===== config.mk =====
export PLATFORM = sky130hd
export DESIGN_NAME = demux_1to4_tdm
export DESIGN_NICKNAME = d
export VERILOG_FILES = /design/src/rtl/demux_1to4_tdm.sv
export SDC_FILE = /design/constraint.sdc
export NUM_CORES = 1
export LEC_CHECK = 0
export BUFFER_PORTS_ARGS = -buffer_cell sky130_fd_sc_hd__buf_2
export CELL_PAD_IN_SITES_DETAIL_PLACEMENT = 2
export CELL_PAD_IN_SITES_GLOBAL_PLACEMENT = 2
export CORE_ASPECT_RATIO = 0.5
export CORE_MARGIN = 1
export CORE_UTILIZATION = 30
export DETAILED_ROUTE_END_ITERATION = 16
export PLACE_DENSITY = 0.75
export SLEW_MARGIN = 20
export SYNTH_ARGS = -nofsm -noshare
export SYNTH_HDL_FRONTEND = slang
export SYNTH_SLANG_ARGS = --single-unit

===== constraint.sdc =====
create_clock -name clk -period 2.9 [get_ports clk]
set_clock_uncertainty 0.15 [all_clocks]
set_input_delay 0.87 -clock clk [delete_from_list [all_inputs] [get_ports clk]]
set_output_delay 0.87 -clock clk [all_outputs]
set_load 0.02 [all_outputs]

===== src/rtl/demux_1to4_tdm.sv =====
// Registered 1-to-4 demultiplexer for a time-multiplexed receive stream.
// Each channel has a single-entry holding register with valid/ready backpressure.
module demux_1to4_tdm #(
   parameter int WIDTH = 8
) (
   input  logic             clk,
   input  logic             rst,
   input  logic [WIDTH-1:0] D_IN,
   input  logic             in_valid,
   output logic             in_ready,
   input  logic             MODE,
   input  logic             S0,
   input  logic             S1,
   input  logic             frame_start,
   output logic [WIDTH-1:0] Y0,
   output logic [WIDTH-1:0] Y1,
   output logic [WIDTH-1:0] Y2,
   output logic [WIDTH-1:0] Y3,
   output logic             Y0_valid,
   output logic             Y1_valid,
   output logic             Y2_valid,
   output logic             Y3_valid,
   input  logic             Y0_ready,
   input  logic             Y1_ready,
   input  logic             Y2_ready,
   input  logic             Y3_ready,
   output logic [1:0]       slot
);

   logic [3:0][WIDTH-1:0] y_data;
   logic [3:0]            y_valid;
   logic [3:0]            y_rdy;
   logic [1:0]            slot_q;
   logic [1:0]            tgt;
   logic                  accept;

   assign y_rdy = {Y3_ready, Y2_ready, Y1_ready, Y0_ready};

   // frame_start only resyncs the round-robin sequence; explicit mode ignores it
   always_comb begin
      tgt = {S1, S0};
      if (MODE) begin
         tgt = frame_start ? 2'd0 : slot_q;
      end
   end

   assign in_ready = !y_valid[tgt] || y_rdy[tgt];
   assign accept   = in_valid && in_ready;

   always_ff @(posedge clk) begin
      if (rst) begin
         y_data  <= '0;
         y_valid <= '0;
         slot_q  <= 2'd0;
      end else begin
         for (int k = 0; k < 4; k++) begin
            if (accept && (tgt == 2'(k))) begin
               y_data[k]  <= D_IN;
               y_valid[k] <= 1'b1;
            end else if (y_valid[k] && y_rdy[k]) begin
               y_valid[k] <= 1'b0;
            end
         end
         if (accept && MODE) begin
            slot_q <= tgt + 2'd1;
         end
      end
   end

   assign Y0       = y_data[0];
   assign Y1       = y_data[1];
   assign Y2       = y_data[2];
   assign Y3       = y_data[3];
   assign Y0_valid = y_valid[0];
   assign Y1_valid = y_valid[1];
   assign Y2_valid = y_valid[2];
   assign Y3_valid = y_valid[3];
   assign slot     = slot_q;

endmodule


==> impl_metrics.csv, run 1 <==
group,metric,value,unit
run_status,status,"finished, final reports clean",
cts,clkLatencyLatePin,0.29,ns
die,rows,18,
synthesis,yosysSeqAreaShare,45.44,%
synthesis,synthDistinctLibCells,22,
pwr,clkPwrFrac,35.1,%
layout,fin_cells,292,
synthesis,postSynthCellCount,158,
pwr,vdd_drop_max,0.1797,mV
worst_setup_path,cp.arrival,1.82,ns
place,post-dp-hpwl,3.249,mm
global_route,overflow,0,
drt,drtIter0Drc,25,
timing,worstMarginPinSlew,0.6457,ns
run,drv_cap,0,
timing,rsz0062_at_grt,"yes",
worst_setup_path,path_cells,"buf_2, and3b_1, or2_4, o32ai_4, buf_6",
timing,hold_violations,0,
min_path,hold_path.class,"reg -> reg",
cts,clk_pin_slew,0.07,ns
layout,seq_area,760.7,um^2
timing,slew_headroom,56.96,%
cts,cts_root_buffer,"clkbuf_8",
worst_setup_path,critPathBufInv,2,
worst_setup_path,cp_num_cells,5,
global_route,grt_max_degree,48,
cts,clock-sinks,38,
timing,layout_setup_ws,0.05941,ns
timing,fmax,352.0,MHz
pwr,p_sw_share,26.80,%
worst_setup_path,critPathCaptureType,"output port",
drt,dr.pass1.iters,5,
pwr,p_int,0.8008,mW
timing,slew_viol_final,0,
cts,cts.path.max_buffers,2,
pwr,pwr_density_cell,503.3,mW/mm^2
die,design.core.area,0.005135,mm^2
layout,layout_commonest_cell,"buf_2",
drt,num_vias,1336,
layout,drive_gt1_share,35.14,%
global_route,grt_pass1_vias,1380,
place,place_congestion,0.7491,
worst_setup_path,slowest_delay,0.24,ns
synthesis,syn-num-nets,181,
timing,fin_crit_sh,97.95,%
layout,area.growth.synth_to_final,29.82,%
worst_setup_path,r2r_cells,7,
layout,multi_input_comb_area,878.3,um^2
cts,cts_tree,"built",
place,place_inst,284,
place,io_buffers,57,
pwr,p_seq_share,50.4,%
cts,htree_levels,2,
drt,routed_wl,4.435,mm
timing,tns,0,ns
die,die_x,107.6,um
global_route,antenna_found_initial,0,
worst_setup_path,critical_path_class,"in -> out",
global_route,track_usage,15.96,%
pwr,leakage,1.120,nW
layout,layout_common_cells,"56 x buf_2, 47 x nand2b_1, 38 x dfxtp_1",
synthesis,yosysWarnings,0,
synthesis,synth_seq_cells,38,
die,ioPinCount,58,
worst_setup_path,required,1.88,ns
cts,holdBufCountCts,0,
die,chipHeight,54.82,um
die,die_area,0.005901,mm^2
drt,drcViolationCount,0,
die,initial_utilization,32.60,%
worst_setup_path,start_kind,"input port",
worst_setup_path,worstPathMaxFanout,6,
drt,post_drt_wl_per_cell,15.19,um
global_route,grt_pass1_wl,6.803,mm
pwr,p_comb_share,14.5,%
timing,min_period,2.841,ns
synthesis,synth_area,0.001674,mm^2
worst_setup_path,cp_slowest_cell,"or2_4",
pwr,power_switching,0.2931,mW
cts,cts_buffers,5,
layout,diodes,0,
layout,fin_nets,244,
timing,setup_viol,0,
min_path,hold_depth,2,
drt,viasPerCell,4.575,
layout,nFillCells,571,
worst_setup_path,cp_top_family,"simple AND/OR/NAND/NOR gates",
place,dp_slack,-0.04990,ns
synthesis,synth.avg_cell_area,10.60,um^2
drt,antenna_left,0,
==> kinds of logic (layout without fill, tap and decap cells) <==
kind of cell	count (synthesis)	after routing	share of synthesized area [%]
simple gates	63	63	24.07
compound gates	10	10	5.157
mux	33	33	19.73
buf+inv	10	74	2.616
flops	38	38	45.44
fa+ha+maj	4	4	2.990
==> layout make-up <==
cell class	count	share of cell area (%)
tap	70	4.030
multi-input combinational	110	40.41
timing repair buffer	64	15.83
sequential	38	35.00
clock buffer	6	3.800
clock inverter	2	0.5757
inverter	2	0.3454
==> worst paths after layout <==
kind	startpoint	endpoint	slack (ns)
worst min register to register	Y1[3]$_SDFFE_PP0P_	Y1[3]$_SDFFE_PP0P_	0.33
worst max-delay path	MODE	in_ready	0.06
worst min-delay path	Y1[3]$_SDFFE_PP0P_	Y1[3]$_SDFFE_PP0P_	0.33
worst max register to register	slot[1]$_SDFFE_PP0P_	Y0[4]$_SDFFE_PP0P_	0.88
==> power groups by stage <==
stage                     Clock (mW)  Combinational (mW)  Sequential, mW
after floorplan                    0              0.0755           0.587
after global placement             0               0.153           0.563
after detailed placement           0               0.158           0.564
after CTS                      0.403               0.161           0.552
after global routing           0.427               0.172           0.554
final                          0.384               0.159           0.551
==> stage by stage <==
stage | power (mW) | hold WS (ns) | instance area (um^2) | utilization (%)
floorplan | 0.6624 | 0.3960 | 1674 | -
global placement | 0.7160 | 0.3112 | 2063 | 40.18
detailed placement | 0.7224 | 0.3192 | 2063 | 40.18
CTS | 1.116 | 0.3341 | 2165 | 42.15
global route | 1.153 | 0.3530 | 2173 | 42.32
finish | 1.094 | 0.3258 | 2173 | 42.32
==> cells in the mapped netlist <==
| library cell | count | area (um^2) |
|---|---|---|
| buf_4 | 1 | 7.510 |
| dfxtp_1 | 38 | 760.7 |
| o32ai_4 | 1 | 27.53 |
| clkbuf_1 | 5 | 18.77 |
| nand2b_1 | 47 | 294.0 |
| nor3_1 | 1 | 5.000 |
| ha_1 | 4 | 50.05 |
| nand3_2 | 1 | 10.01 |
| o32ai_2 | 1 | 16.27 |
| nand2_1 | 1 | 3.750 |
| a21oi_1 | 7 | 35.03 |
| nand3b_1 | 1 | 7.510 |
| and3_1 | 3 | 18.77 |
| nand3_1 | 3 | 15.01 |
| mux2i_1 | 33 | 330.3 |
| o21a_1 | 1 | 7.510 |
| inv_1 | 2 | 7.510 |
| buf_2 | 2 | 10.01 |
| nor2b_1 | 2 | 12.51 |
| or2_4 | 1 | 8.760 |
| and4b_1 | 1 | 10.01 |
| and3b_1 | 2 | 17.52 |
==> sequential cells by signal (all words and copies together) (netlist names) <==
register  cells
Y1            8
y_valid       4
Y2            8
Y3            8
slot          2
Y0            8
==> per-layer routing <==
metal	track usage, %	vias up	share of wire, %	wire [um]
met4	6.164	0	1.1	48
met5	0	-	0	0
met2	28.53	25	49	2170
met1	18.88	651	46	2042
li1	-	656	-	-
met3	4.286	4	3.9	175
==> worst register-to-register path, delay by kind of cell (launching register included) <==
family	cells	cell delay, ns
multiplexers	1	0.20
AND/OR/NAND/NOR	3	0.64
AO/OA/AOI/OAI	1	0.24
buffers and inverters	2	0.40
flip-flops	1	0.33
==> repair_timing <==
| action | CTS | global route |
|---|---|---|
| pin swaps | 1 | 1 |
| setup endpoints to repair | 1 | 1 |
| setup buffers | 0 | 0 |
| resized for setup | 2 | 2 |
Note: power is estimated with default switching activity, not from simulation.
==> run 2, diff against run 1 <==
--- a/config.mk
+++ b/config.mk
@@ -13,6 +13,7 @@
 export CORE_UTILIZATION = 30
 export DETAILED_ROUTE_END_ITERATION = 16
 export PLACE_DENSITY = 0.75
+export RECOVER_POWER = 25
 export SLEW_MARGIN = 20
 export SYNTH_ARGS = -nofsm -noshare
 export SYNTH_HDL_FRONTEND = slang
==> run 2 against run 1 <==
Net effect: fmax down 0.24%; routed wire length up 0.36%; clock power barely moved; worst hold slack improved by 0.0032 ns; combinational power hardly changed; cell area down 1.1%; first-iteration DRC count up 20%; critical path depth is the same; sequential power about the same; critical endpoint unchanged; largest power group unchanged; highest routed layer unchanged.
==> impl_metrics.csv, run 2 (synthesized netlist as in run 1, its figures left out) <==
group,metric,value,unit
drt,drcViolationCount,0,
worst_setup_path,cp-startpoint,"MODE",
global_route,overflow,0,
worst_setup_path,r2r_slack,0.88,ns
die,initial_utilization,32.60,%
timing,rsz0062_at_grt,"yes",
die,die_area,0.005901,mm^2
layout,drive_gt1_share,26.58,%
global_route,track_usage,15.96,%
die,design.core.area,0.005135,mm^2
cts,cts_tree,"built",
pwr,p_sw_share,26.80,%
worst_setup_path,required,1.88,ns
timing,tns,0,ns
worst_setup_path,r2r_cells,7,
pwr,p_comb_share,14.3,%
timing,hold_violations,0,
layout,layout_commonest_cell,"nand2b_1",
place,place_congestion,0.7491,
die,die_x,107.6,um
timing,slew_viol_final,0,
layout,layout_common_cells,"47 x nand2b_1, 38 x dfxtp_1, 37 x buf_2",
drt,routed_wl,4.451,mm
worst_setup_path,reg2reg_from,"slot[1]$_SDFFE_PP0P_",
worst_setup_path,r2r_end,"Y0[4]$_SDFFE_PP0P_",
run_status,status,"finished, final reports clean",
worst_setup_path,slowest_delay,0.24,ns
drt,drtIter0Drc,30,
min_path,hold_path.class,"reg -> reg",
worst_setup_path,cp.arrival,1.83,ns
pwr,pwr_density_cell,507.2,mW/mm^2
worst_setup_path,start_kind,"input port",
pwr,leakage,1.039,nW
drt,num_vias,1344,
global_route,antenna_found_initial,0,
timing,fin_crit_sh,98.18,%
cts,cts_buffers,5,
drt,post_drt_wl_per_cell,15.24,um
global_route,grt_max_degree,48,
drt,antenna_left,0,
pwr,power_switching,0.2922,mW
worst_setup_path,path_cells,"buf_2, and3b_1, or2_4, o32ai_4, buf_6",
drt,dr.pass1.iters,5,
cts,clkLatencyLatePin,0.28,ns
drt,viasPerCell,4.603,
die,chipHeight,54.82,um
timing,slew_headroom,56.66,%
place,post-dp-hpwl,3.249,mm
worst_setup_path,critical_path_class,"in -> out",
pwr,clkPwrFrac,35.1,%
pwr,vdd_drop_max,0.1795,mV
timing,setup_viol,0,
global_route,grt_pass1_wl,6.803,mm
die,ioPinCount,58,
layout,postLayoutCellArea,0.002150,mm^2
layout,nFillCells,573,
place,placed_cell_area,0.002063,mm^2
worst_setup_path,crit_path_end,"in_ready",
worst_setup_path,worstPathMaxFanout,6,
layout,area.growth.synth_to_final,28.40,%
global_route,grt_pass1_vias,1380,
cts,post_cts_buffers,0,
cts,holdBufCountCts,0,
pwr,p_int,0.7981,mW
timing,fmax,351.2,MHz
die,rows,18,
place,io_buffers,57,
timing,worstMarginPinSlew,0.6500,ns
run,drv_cap,0,
worst_setup_path,critPathCaptureType,"output port",
pwr,power,1.090,mW
layout,diodes,0,
cts,htree_levels,2,
cts,cts_root_buffer,"clkbuf_8",
layout,fin_nets,244,
cts,cts.path.max_buffers,2,
cts,clk_pin_slew,0.07,ns
pwr,p_seq_share,50.6,%
worst_setup_path,cp_slowest_cell,"or2_4",
timing,min_period,2.847,ns
cts,clock-sinks,38,
run 2: worst min path at each step:
stage                                   from                  to  slack (ns)  cells past startpoint
final                     Y1[3]$_SDFFE_PP0P_  Y1[3]$_SDFFE_PP0P_        0.33                      2
after global routing      Y3[5]$_SDFFE_PP0P_  Y3[5]$_SDFFE_PP0P_        0.35                      2
after CTS                 Y3[6]$_SDFFE_PP0P_  Y3[6]$_SDFFE_PP0P_        0.33                      2
after detailed placement  Y1[3]$_SDFFE_PP0P_  Y1[3]$_SDFFE_PP0P_        0.32                      2
after global placement    Y0[7]$_SDFFE_PP0P_  Y0[7]$_SDFFE_PP0P_        0.31                      2
after floorplan           Y0[7]$_SDFFE_PP0P_  Y0[7]$_SDFFE_PP0P_        0.40                      2
run 2: critical path, delay by kind of cell:
| kind | cells | cell delay (ns) |
|---|---|---|
| buffers and inverters | 2 | 0.29 |
| AOI/OAI and AO/OA | 1 | 0.24 |
| and+or+nand+nor | 2 | 0.42 |
run 2: area by class of cell:
type / count / area (um^2) / share of cell area (%)
Tap cell: 70 / 87.58 / 4.075
Multi-Input combinational cell: 110 / 878.3 / 40.86
Timing Repair Buffer: 64 / 320.3 / 14.90
Clock inverter: 2 / 12.51 / 0.5821
Inverter: 2 / 7.507 / 0.3492
Clock buffer: 6 / 82.58 / 3.842
Sequential cell: 38 / 760.7 / 35.39
run 2: metal layers:
metal / up-vias / track usage [%] / part of all wire [%]
met2: 25 / 28.53 / 49
met4: 0 / 6.164 / 0.94
li1: 656 / - / -
met3: 4 / 4.286 / 3.7
met5: - / 0 / 0
met1: 659 / 18.88 / 46
run 2: per-stage QoR:
stage	hold WS (ns)	std cells	util [%]	worst slack (ns)
floorplan	0.3960	158	-	0.09711
global placement	0.3112	284	40.18	-0.01672
detailed placement	0.3192	284	40.18	-0.04990
CTS	0.3341	292	42.15	0.03342
global route	0.3530	292	41.86	-0.006631
finish	0.3290	292	41.86	0.05265
run 2: repair_timing:
| item | in CTS | in global routing |
|---|---|---|
| gates resized for setup | 2 | 2 |
| pin swaps | 1 | 1 |
| setup endpoints to repair | 1 | 1 |
run 2: power groups by stage:
| stage | combinational [mW] | sequential, mW | clock [mW] |
|---|---|---|---|
| finish | 0.156 | 0.552 | 0.383 |
| global route | 0.169 | 0.554 | 0.427 |
| CTS | 0.161 | 0.552 | 0.403 |
| detailed placement | 0.158 | 0.564 | 0 |
| global placement | 0.153 | 0.563 | 0 |
| floorplan | 0.0755 | 0.587 | 0 |
==> run 3, diff against run 2 <==
--- a/config.mk
+++ b/config.mk
@@ -5,12 +5,13 @@
 export SDC_FILE = /design/constraint.sdc
 export NUM_CORES = 1
 export LEC_CHECK = 0
+export ABC_AREA = 1
 export BUFFER_PORTS_ARGS = -buffer_cell sky130_fd_sc_hd__buf_2
 export CELL_PAD_IN_SITES_DETAIL_PLACEMENT = 2
 export CELL_PAD_IN_SITES_GLOBAL_PLACEMENT = 2
 export CORE_ASPECT_RATIO = 0.5
 export CORE_MARGIN = 1
-export CORE_UTILIZATION = 30
+export CORE_UTILIZATION = 27
 export DETAILED_ROUTE_END_ITERATION = 16
 export PLACE_DENSITY = 0.75
 export RECOVER_POWER = 25
==> run 3 against run 2 <==
Net effect: the run now ends with DRC left; register-to-register slack improved by 0.03 ns; die area increased by 35%; area after synthesis increased by 23%; fmax increased by 4.3%; sequential power increased by 2%; setup slack improved by 0.12 ns; utilization decreased by 7.8 points; sequential share of layout area decreased by 5.0 points; first-iteration DRC count increased to 2.7 times the previous value; non-clock buffer count decreased by 5; routed wire length increased by 43%; worst hold slack improved by 0.036 ns; critical path type unchanged; largest power group unchanged; highest routed layer unchanged.
==> impl_metrics.csv, run 3 <==
group,metric,value,unit
drt,drcViolationCount,3,
worst_setup_path,critPathCaptureType,"output port",
timing,fin_crit_sh,94.16,%
synthesis,synth_area_leader_cell,"dfxtp_1",
global_route,antenna_found_initial,0,
pwr,p_comb_share,18.3,%
layout,layout_common_cells,"88 x inv_1, 72 x nand2_1, 39 x nor2_1",
timing,slew_viol_final,0,
place,place_congestion,0.7460,
worst_setup_path,cp_top_family,"buffers and inverters",
die,ioPinCount,58,
worst_setup_path,path_cells,"buf_2, inv_2, nand2_4, nand2_4, nand2_1, nand3_1, nand2_2, buf_2",
synthesis,yosysMostFrequentCell,"inv_1",
timing,layout_setup_ws,0.1692,ns
worst_setup_path,critical_path_class,"in -> out",
layout,nFillCells,900,
synthesis,synthArstFlopShare,0,%
place,post-dp-hpwl,4.853,mm
synthesis,postSynthCellCount,313,
drt,post_drt_wl_per_cell,13.84,um
timing,min_period,2.731,ns
cts,cts_buffers,5,
timing,rsz0062_at_grt,"no",
layout,area.growth.synth_to_final,21.83,%
timing,slew_headroom,39.97,%
synthesis,yosysSeqAreaShare,37.07,%
place,dp_slack,0.1710,ns
cts,post_cts_buffers,0,
global_route,grt_pass1_vias,2143,
pwr,power_switching,0.4135,mW
die,die_area,0.007974,mm^2
pwr,leakage,1.280,nW
timing,setup_viol,0,
worst_setup_path,cp.arrival,1.71,ns
drt,antenna_left,0,
synthesis,synthTopCellsByCount,"88 x inv_1, 72 x nand2_1, 39 x nor2_1, 38 x dfxtp_1, 34 x nand4_1",
layout,diodes,0,
synthesis,synthDistinctLibCells,22,
cts,cts_resized,0,
worst_setup_path,required,1.88,ns
timing,fmax,366.2,MHz
synthesis,synth_area,0.002052,mm^2
layout,drive_gt1_share,15.93,%
die,initial_utilization,27.92,%
cts,clock-sinks,38,
cts,htree_levels,2,
drt,dr.pass1.iters,12,
drt,viasPerCell,4.454,
synthesis,synthFlopType,"dfxtp_1",
worst_setup_path,cp_slowest_cell,"buf_2",
pwr,p_seq_share,40.8,%
cts,cts.path.max_buffers,2,
layout,layout_commonest_cell,"inv_1",
synthesis,synth_seq_cells,38,
pwr,clkPwrFrac,40.8,%
timing,worstMarginPinSlew,0.8949,ns
global_route,overflow,0,
cts,cts_root_buffer,"clkbuf_16",
run,drv_cap,0,
global_route,grt_pass1_wl,10.55,mm
worst_setup_path,start_kind,"input port",
cts,clk_pin_slew,0.06,ns
run_status,status,"complete, but fails checks",
timing,hold_violations,0,
worst_setup_path,critPathBufInv,3,
synthesis,netlist.area_leader.share,37.07,%
drt,routed_wl,6.365,mm
die,rows,22,
die,die_x,125.3,um
pwr,p_sw_share,29.99,%
cts,holdBufCountCts,0,
worst_setup_path,worstPathMaxFanout,8,
synthesis,syn-num-nets,336,
synthesis,yosysWarnings,0,
pwr,pwr_density_cell,551.6,mW/mm^2
worst_setup_path,slowest_delay,0.18,ns
die,design.core.area,0.007350,mm^2
die,chipHeight,63.65,um
min_path,hold_path.class,"reg -> reg",
synthesis,synth.avg_cell_area,6.556,um^2
pwr,p_int,0.9654,mW
timing,tns,0,ns
global_route,track_usage,17.11,%
global_route,grt_max_degree,40,
run_status,violations,"DRC",
pwr,vdd_drop_max,0.1838,mV
drt,drtIter0Drc,82,
synthesis,synth.area.top_cells,"dfxtp_1 37%, inv_1 16%, nand2_1 13%",
cts,cts_tree,"built",
drt,num_vias,2049,
cts,clkLatencyLatePin,0.29,ns
layout,fin_nets,386,
synthesis,synth_edf_count,0,
place,io_buffers,57,
## run 3: cell count changes in the layout (fill, tap and decap cells not counted), sizes merged, moves of 7 or more
| cell | before | now |
|---|---|---|
| inv | 2 | 89 |
| nand2 | 1 | 75 |
| nand2b | 47 | 0 |
| nor2 | 0 | 39 |
| nand4 | 0 | 34 |
| mux2i | 33 | 0 |
| nand3 | 4 | 11 |
## run 3: power by group through the flow
stage          Clock, mW  Sequential, mW  Combinational [mW]
6_report           0.563           0.563               0.253
2_1_floorplan          0           0.606               0.149
3_5_place_dp           0           0.575               0.257
4_1_cts            0.585           0.564               0.260
5_1_grt            0.606           0.567               0.284
3_3_place_gp           0           0.573               0.245
## run 3: worst min-delay path, cell delays in order (launching register included)
cell,delay (ns)
dfxtp_1,0.31
inv_1,0.05
nand2_1,0.04
inv_1,0.04
nor2_1,0.03
## run 3: layout make-up
type,count,area (um^2),share of cell area (%)
Timing Repair Buffer,59,276.5,11.06
Inverter,90,337.8,13.51
Clock buffer,7,142.6,5.706
Tap cell,96,120.1,4.805
Clock inverter,1,5.005,0.2002
Sequential cell,38,760.7,30.43
Multi-Input combinational cell,169,857.1,34.28
## run 3: path summary, 6_finish.rpt
kind	from	end	slack [ns]	cells past startpoint
worst min register to register	Y1[4]$_SDFFE_PP0P_	Y1[4]$_SDFFE_PP0P_	0.37	4
worst max register to register	slot[1]$_SDFFE_PP0P_	Y3[7]$_SDFFE_PP0P_	0.91	10
worst min-delay path	Y1[4]$_SDFFE_PP0P_	Y1[4]$_SDFFE_PP0P_	0.37	4
worst max-delay path	MODE	in_ready	0.17	8
## run 3: through the flow
stage	hold slack (ns)	area [um^2]	utilization, %	total power [mW]	instances
after global routing	0.4024	2500	34.01	1.457	460
after floorplan	0.4326	2052	-	0.7553	313
after global placement	0.3421	2376	32.33	0.8178	452
after CTS	0.3736	2524	34.34	1.409	460
after detailed placement	0.3621	2376	32.33	0.8326	452
final	0.3654	2500	34.01	1.379	460
## run 3: logic make-up after synthesis
group | Yosys count | synth area share (%)
and+or+nand+nor | 159 | 37.68
DFF | 38 | 37.07
buffers and inverters | 106 | 21.16
AOI/OAI and AO/OA | 6 | 1.646
adders and majority gates | 4 | 2.439
## run 3: routing by layer
| metal | vias up | GRT usage, % | routed length [um] |
|---|---|---|---|
| met5 | - | 0 | 0 |
| met4 | 0 | 4.573 | 69 |
| li1 | 1030 | - | - |
| met3 | 8 | 3.653 | 327 |
| met1 | 971 | 21.84 | 2844 |
| met2 | 40 | 29.33 | 3124 |
